`src/rtl/arb_seq_counter.sv`:
```
// arb_seq_counter: table-driven sequence counter.
// The count sequence is read from a runtime-programmable table indexed by idx_o.
// Features: enable, up/down direction, wrap or one-shot mode, synchronous load,
// a programmable last index, and a registered terminal-count pulse.
//
// Ports:
//   clk_i       rising-edge clock
//   reset_i     asynchronous active-high reset
//   en_i        advance one step this cycle
//   dir_i       1 = forward (idx+1), 0 = backward (idx-1)
//   mode_i      0 = wrap, 1 = one-shot (stop at terminal)
//   load_i      synchronous jump to load_idx_i (priority over en_i)
//   load_idx_i  load target index, clamped to the last index
//   cfg_we_i    table write strobe
//   cfg_addr_i  table write address
//   cfg_data_i  table write data
//   len_we_i    last-index write strobe
//   len_data_i  new last index (sequence length minus 1)
//   counts_o    registered table[idx]
//   idx_o       current index
//   tc_o        one-cycle terminal pulse
//   done_o      one-shot finished, sticky until load or reset
module arb_seq_counter #(
    parameter int unsigned WIDTH = 4,
    parameter int unsigned IDX_W = 4
) (
    input  logic             clk_i,
    input  logic             reset_i,
    input  logic             en_i,
    input  logic             dir_i,
    input  logic             mode_i,
    input  logic             load_i,
    input  logic [IDX_W-1:0] load_idx_i,
    input  logic             cfg_we_i,
    input  logic [IDX_W-1:0] cfg_addr_i,
    input  logic [WIDTH-1:0] cfg_data_i,
    input  logic             len_we_i,
    input  logic [IDX_W-1:0] len_data_i,
    output logic [WIDTH-1:0] counts_o,
    output logic [IDX_W-1:0] idx_o,
    output logic             tc_o,
    output logic             done_o
);

    localparam int unsigned DEPTH = 2 ** IDX_W;

    logic [WIDTH-1:0] table_q [DEPTH];
    logic [IDX_W-1:0] last_q;
    logic [IDX_W-1:0] idx_q, idx_d;
    logic [WIDTH-1:0] counts_q, counts_d;
    logic             tc_q, tc_d;
    logic             done_q, done_d;

    logic step;
    logic at_term;

    assign step    = en_i & ~load_i & ~done_q;
    // idx may sit above last after a length write; forward treats that as terminal.
    assign at_term = dir_i ? (idx_q >= last_q) : (idx_q == '0);

    always_comb begin
        idx_d  = idx_q;
        done_d = done_q;
        tc_d   = 1'b0;

        if (load_i) begin
            idx_d  = (load_idx_i > last_q) ? last_q : load_idx_i;
            done_d = 1'b0;
        end else if (step) begin
            if (at_term && mode_i) begin
                // Blocked one-shot step: hold idx, flag completion once.
                done_d = 1'b1;
                tc_d   = 1'b1;
            end else if (at_term) begin
                // Wrap back to the start; not a terminal arrival.
                idx_d = dir_i ? '0 : last_q;
            end else begin
                idx_d = dir_i ? idx_q + IDX_W'(1) : idx_q - IDX_W'(1);
                tc_d  = dir_i ? (idx_d >= last_q) : (idx_d == '0);
            end
        end

        // Write-first bypass keeps counts consistent with the landing index.
        if (cfg_we_i && (cfg_addr_i == idx_d)) begin
            counts_d = cfg_data_i;
        end else begin
            counts_d = table_q[idx_d];
        end
    end

    always_ff @(posedge clk_i or posedge reset_i) begin
        if (reset_i) begin
            for (int i = 0; i < DEPTH; i++) begin
                table_q[i] <= WIDTH'(i);
            end
            last_q   <= IDX_W'(DEPTH - 1);
            idx_q    <= '0;
            counts_q <= '0;
            tc_q     <= 1'b0;
            done_q   <= 1'b0;
        end else begin
            if (cfg_we_i) begin
                table_q[cfg_addr_i] <= cfg_data_i;
            end
            if (len_we_i) begin
                last_q <= len_data_i;
            end
            idx_q    <= idx_d;
            counts_q <= counts_d;
            tc_q     <= tc_d;
            done_q   <= done_d;
        end
    end

    assign counts_o = counts_q;
    assign idx_o    = idx_q;
    assign tc_o     = tc_q;
    assign done_o   = done_q;

endmodule
```
`config.mk`:
```
export PLATFORM = sky130hd
export DESIGN_NAME = arb_seq_counter
export DESIGN_NICKNAME = d
export VERILOG_FILES = /design/src/rtl/arb_seq_counter.sv
export SDC_FILE = /design/constraint.sdc
export NUM_CORES = 1
export LEC_CHECK = 0
export ABC_AREA = 1
export ABC_CLOCK_PERIOD_IN_PS = 3000
export CAP_MARGIN = 20
export CORE_MARGIN = 4
export CORE_UTILIZATION = 35
export DETAILED_ROUTE_END_ITERATION = 10
export PLACE_DENSITY = 0.61
export SLEW_MARGIN = 20
export SYNTH_ARGS = -nofsm -noshare
export SYNTH_HDL_FRONTEND = slang
export SYNTH_SLANG_ARGS = --single-unit
```
`constraint.sdc`:
```
create_clock -name clk_i -period 3 [get_ports clk_i]
set_clock_uncertainty 0.1 [all_clocks]
set_input_delay 0.3 -clock clk_i [delete_from_list [all_inputs] [get_ports clk_i]]
set_output_delay 0.3 -clock clk_i [all_outputs]
set_load 0.05 [all_outputs]
```
=== After elaboration in Yosys (flattened, before gate mapping) ===
Cells that the tools add are included.

* Register bits after elaboration: 78
* Bits of input ports: 24
* Output and inout bits: 10
* Logic and storage cells: 67

* Add/sub/neg operators: 2
* Magnitude comparators: 6
* Equality and inequality tests: 1
* Mux-type cells: 23
* Bitwise logic cells: 6
* Reductions and logical operators: 8

{| class="wikitable"
|+ Operators by type and width
! cell !! number
|-
| $bwmux W64 || 1
|-
| $mux W4 || 11
|-
| $bmux W4 S4 || 1
|-
| $demux W4 S4 || 1
|-
| $ge A5 B5 Y1 const B || 2
|-
| $not A4 Y5 || 2
|-
| $mux W1 || 9
|-
| $ge A4 B4 Y1 || 2
|-
| $logic_not A4 Y1 || 2
|-
| $lt A5 B1 Y1 const B || 1
|-
| $add A4 B1 Y4 const B || 1
|-
| $eq A4 B4 Y1 || 1
|-
| $gt A4 B4 Y1 || 1
|-
| $reduce_bool A2 Y1 || 2
|-
| $sub A4 B1 Y4 const B || 1
|-
| $logic_and A1 B1 Y1 || 3
|-
| $and A1 B1 Y1 || 2
|-
| $not A1 Y1 || 2
|-
| $reduce_and A2 Y1 || 1
|}

=== Depth between registers and ports, before layout ===
* Depth after elaboration: 11
* Depth in mapped cells: 22
* Gate-level depth less buffers: 21

=== Worst setup path after synthesis ===
No wires, ideal clock.

* Path type: register to register
* Start: reg idx_q[0], in the netlist idx_o[0]
* End: reg counts_q[0], in the netlist counts_o[0]
* Data arrival time: 2612 ps
* Data required time: 2783 ps
* Path slack: 171 ps
* Cell stages (with the launch flop): 20
* Period minus slack after synthesis: 2829 ps
* Cells stage by stage: dfrtp_1 -> inv_1 -> ha_1 -> inv_1 -> nand2_1 -> nand2_1 -> nand2_1 -> nand2_1 -> nand2_2 -> nand2_4 -> a21oi_1 -> nand3_1 -> nand2_2 -> nand2_2 -> nand2_1 -> nand3_1 -> nor3_4 -> nand2_2 -> nand2_1 -> nand2_1

* Word-level cells in the longest chain between the ends: 11

{| class="wikitable"
|+ RTL lines
! item !! RTL line !! source
|-
| start: declaration || 49 || <nowiki>logic [IDX_W-1:0] idx_q, idx_d;</nowiki>
|-
| start signal: assignment || 108 || <nowiki>idx_q <= idx_d;</nowiki>
|-
| $sub A4 B1 Y4, or another cell as far along || 78 || <nowiki>idx_d = dir_i ? idx_q + IDX_W'(1) : idx_q - IDX_W'(1);</nowiki>
|-
| $mux W4 / $mux W1 (equally long branches) || 78, 59 ||
|-
| $mux W4 / $logic_and A1 B1 Y1 (equally long branches) || 74, 70 ||
|-
| $mux W4 || 70 || <nowiki>if (at_term && mode_i) begin</nowiki>
|-
| $mux W4 (*) || 69 || <nowiki>end else if (step) begin</nowiki>
|-
| $mux W4 (*) || 66 || <nowiki>if (load_i) begin</nowiki>
|-
| $not A4 Y5 (not written as such) || 87 || <nowiki>counts_d = table_q[idx_d];</nowiki>
|-
| $bmux W4 S4 || 87 ||
|-
| $mux W4 (not written as such) (2 in a row) || 87 ||
|-
| $mux W4 (*) || 84 || <nowiki>if (cfg_we_i && (cfg_addr_i == idx_d)) begin</nowiki>
|-
| net counts_d[0] || 50 || <nowiki>logic [WIDTH-1:0] counts_q, counts_d;</nowiki>
|-
| end signal: assignment || 109 || <nowiki>counts_q <= counts_d;</nowiki>
|-
| end: declaration || 50 ||
|}

The timed path passes the listed nets; every way through them passes the cells marked *. The select of a mux whose other input is x is not followed.
A chain may end at the register's enable or synchronous reset.

=== Final worst setup path ===
* Start: reg last_q[3]
* End: reg counts_q[3], in the netlist counts_o[3]

* Word-level cells in the longest chain between the ends: 11

{| class="wikitable"
|+ RTL lines
! item !! RTL line !! source
|-
| start: declaration || 48 || <nowiki>logic [IDX_W-1:0] last_q;</nowiki>
|-
| start signal: assignment || 96 || <nowiki>last_q <= IDX_W'(DEPTH - 1);</nowiki>
|-
| start signal: assignment || 106 || <nowiki>last_q <= len_data_i;</nowiki>
|-
| $ge A4 B4 Y1 || 59 || <nowiki>assign at_term = dir_i ? (idx_q >= last_q) : (idx_q == '0);</nowiki>
|-
| $mux W1 || 59 ||
|-
| $mux W4 / $logic_and A1 B1 Y1 (equally long branches) || 74, 70 ||
|-
| $mux W4 || 70 ||
|-
| $mux W4 || 69 ||
|-
| $mux W4 (*) || 66 ||
|-
| $not A4 Y5 (not written as such) || 87 ||
|-
| $bmux W4 S4 || 87 ||
|-
| $mux W4 (not written as such) (2 in a row) || 87 ||
|-
| $mux W4 (*) || 84 ||
|-
| net counts_d[3] || 50 ||
|}

Marks and branches as above.

==> reports/qor.csv <==
metric,value,unit
Pwr Density,731,mW/mm2
max-slew violation count,0,
Die X-Extent,122,um
total die area,0.0148,mm2
Worst path max stage delay,0.54,ns
CTS H-tree depth,3,
Core Box Area,0.0126,mm2
ys async rst share,1.00,
outcome,"finished, final reports clean",
hpwl dp,8.64,mm
NumNets Final,682,
CTS clock-pin slew for the worst setup and hold paths,0.06,ns
hold buffers post-CTS,0,
CTS tree,done,
placed insts,794,
Critical Path Start Type,flip-flop,
layout cell share with drive strength beyond 1,0.153,
LEAKAGE,0.00259,uW
Synth Flop Type,dfrtp_1,
diode count,0,
Crit Path Category,reg -> reg,
Slew @ Worst Pin,0.585,ns
Initial Util,0.357,
io pins,34,
fin crit share,0.975,
first-pass GRT wire length,19.8,mm
Max VDD drop,0.211,mV
Mapped Cells,593,
CP Launch Point,last_q[3],
Register-to-Register Path Depth,15,
Routed WL,12.0,mm
area occupied by multi-input gates,0.00211,mm2
DRT iter0 DRCs,369,
Syn Nets,633,
routed length per instance,14.6,um
MaxCap Viol Count,0,
number of antenna violations at the first check in global routing,0,
critical path arrival,3.10,ns
vias per cell,4.96,
Final setup viols,0,
I/O Buffers,33,
routed via count,4065,
Final Power,4040,uW
worst path cell trace,clkinvlp_4 > ha_1 > nand2_1 > o21ai_1 > o21ai_2 > buf_6 > nand2_1 > nand2_2 > o21ai_4 > nor2_8 > xor2_2 > nor3_4 > buf_4 > nand3_1 > nand2_1,
placed inst area,0.00508,mm2
"Max FO, Critical Path",6,
drt first pass iters,6,
Crit path max-delay family,simple AND/OR/NAND/NOR gates,
critical path endpoint,counts_o[3],
"Buf+Inv Stages, Crit Path",3,
Root Driver,clkbuf_16,
"Req. time, crit path",3.17,ns
"FF+latch count, synth",78,
"Remaining Overflow, GRT",0,
fmax,342,MHz
Worst path depth,15,
syn_area_per_cell,7.60,um2
fillcell total,1309,
total negative slack,0,ns
Final Hold Vio Count,0,
Die Height,122,um
Yosys Warn Count,0,
clk sink count,78,
Skew-Pair Late Insertion Delay,0.34,ns
vias in the first global route,3934,
post-synth cell types,34,
Most common cell on crit path,nand2_1,
Hold/Removal Path Class,in -> async,
Worst slew margin,0.609,
Reg2Reg Setup Slack,0.07,ns
Cell Rows,41,
RR Endpoint,counts_o[3],
sequential element share of the synthesized area,0.443,
area occupied by registers,0.00200,mm2
Syn-to-layout area delta,22.7,%
post-layout instance area,0.00553,mm2
Final ANT Viol Nets,0,
R2R Path Start,last_q[3],
largest net degree at the start of global routing,53,
residual DRC count,0,
Tmin final,2.93,ns
Worst path slowest cell,dfstp_2,
placer congestion estimate,0.913,
TritonCTS buffer count,9,
GR Util All Layers,0.170,
Post-Layout Cell Count,819,
crit end category,flip-flop,
clock buffer depth,2,
Netlist Area Pre-Place,0.00451,mm2
Post-synth EDFFs,0,
worst min path at each step:
stage	slack, ns	start	to
final	0.25	reset_i	idx_o[1]
after global routing	0.33	reset_i	idx_o[1]
after CTS	0.27	reset_i	idx_o[1]
after detailed placement	0.37	table_q[9]	table_q[9]
after global placement	0.36	table_q[9]	table_q[9]
after floorplan	0.26	load_i	done_o
report_power, final:
part / internal [uW] / switching, uW
Combinational: 560 / 919
Clock: 668 / 419
Sequential: 1360 / 120
Total: 2590 / 1460
routing by layer:
layer / track usage / vias up / wire length [um]
met5: 0 / - / 0
met4: 0.0770 / 0 / 267
met3: 0.0238 / 19 / 688
met2: 0.265 / 124 / 5530
met1: 0.235 / 1920 / 5460
li1: - / 2002 / -
flip-flops by register name (all words and copies together) (netlist names):
name / cells
idx_o: 4
table_q: 64
counts_o: 4
tc_o: 1
last_q: 4
done_o: 1
cells in the mapped netlist, types with 6 or more instances:
cell type,n,share of area
nand2_1,153,0.13
nand3_1,95,0.11
inv_1,91,0.076
o21ai_0,73,0.081
dfrtp_1,42,0.23
dfstp_2,36,0.21
nor2_1,18,0.015
ha_1,15,0.042
a21oi_1,9,0.010
nand2_2,8,0.011
nand3b_1,8,0.013
buf_2,6,0.0067
cell families after synthesis:
logic type,count (synthesis),share of synthesized area
simple gates,291,0.293
buf+inv,111,0.0982
compound gates,93,0.110
flops,78,0.443
fa+ha+maj,16,0.0461
xor+xnor,4,0.00944
what timing repair did:
action                                 4_1_cts  5_1_grt
pin swaps                                    0        6
gates resized for setup                      2       14
setup buffers                                0        9
endpoints found under the hold margin        0        0
setup endpoints to repair                    1        4
cell type report:
cell class,instances,share of cell area
inverters,95,0.0660
well taps,172,0.0389
clock inverters,3,0.00814
flip-flops and latches,78,0.361
multi-input cells,404,0.382
repair buffers,54,0.0993
clock buffers,13,0.0452
cells in the final DEF (no fill, tap or decap), drive strengths merged, types with 15 or more instances in the layout:
cell	count
buf	21
clkdlybuf4s50	33
dfrtp	42
dfstp	36
ha	15
inv	94
nand2	162
nand3	95
nor2	20
o21ai	79
per-stage QoR:
step,hold slack (ns),util,setup slack [ns]
after floorplan,0.263,-,0.171
after global placement,0.358,0.403,-0.00801
after detailed placement,0.366,0.403,-0.0903
after CTS,0.271,0.427,0.0179
after global routing,0.326,0.438,-0.0534
final,0.253,0.438,0.0738
(Power assumes the default switching activity.)
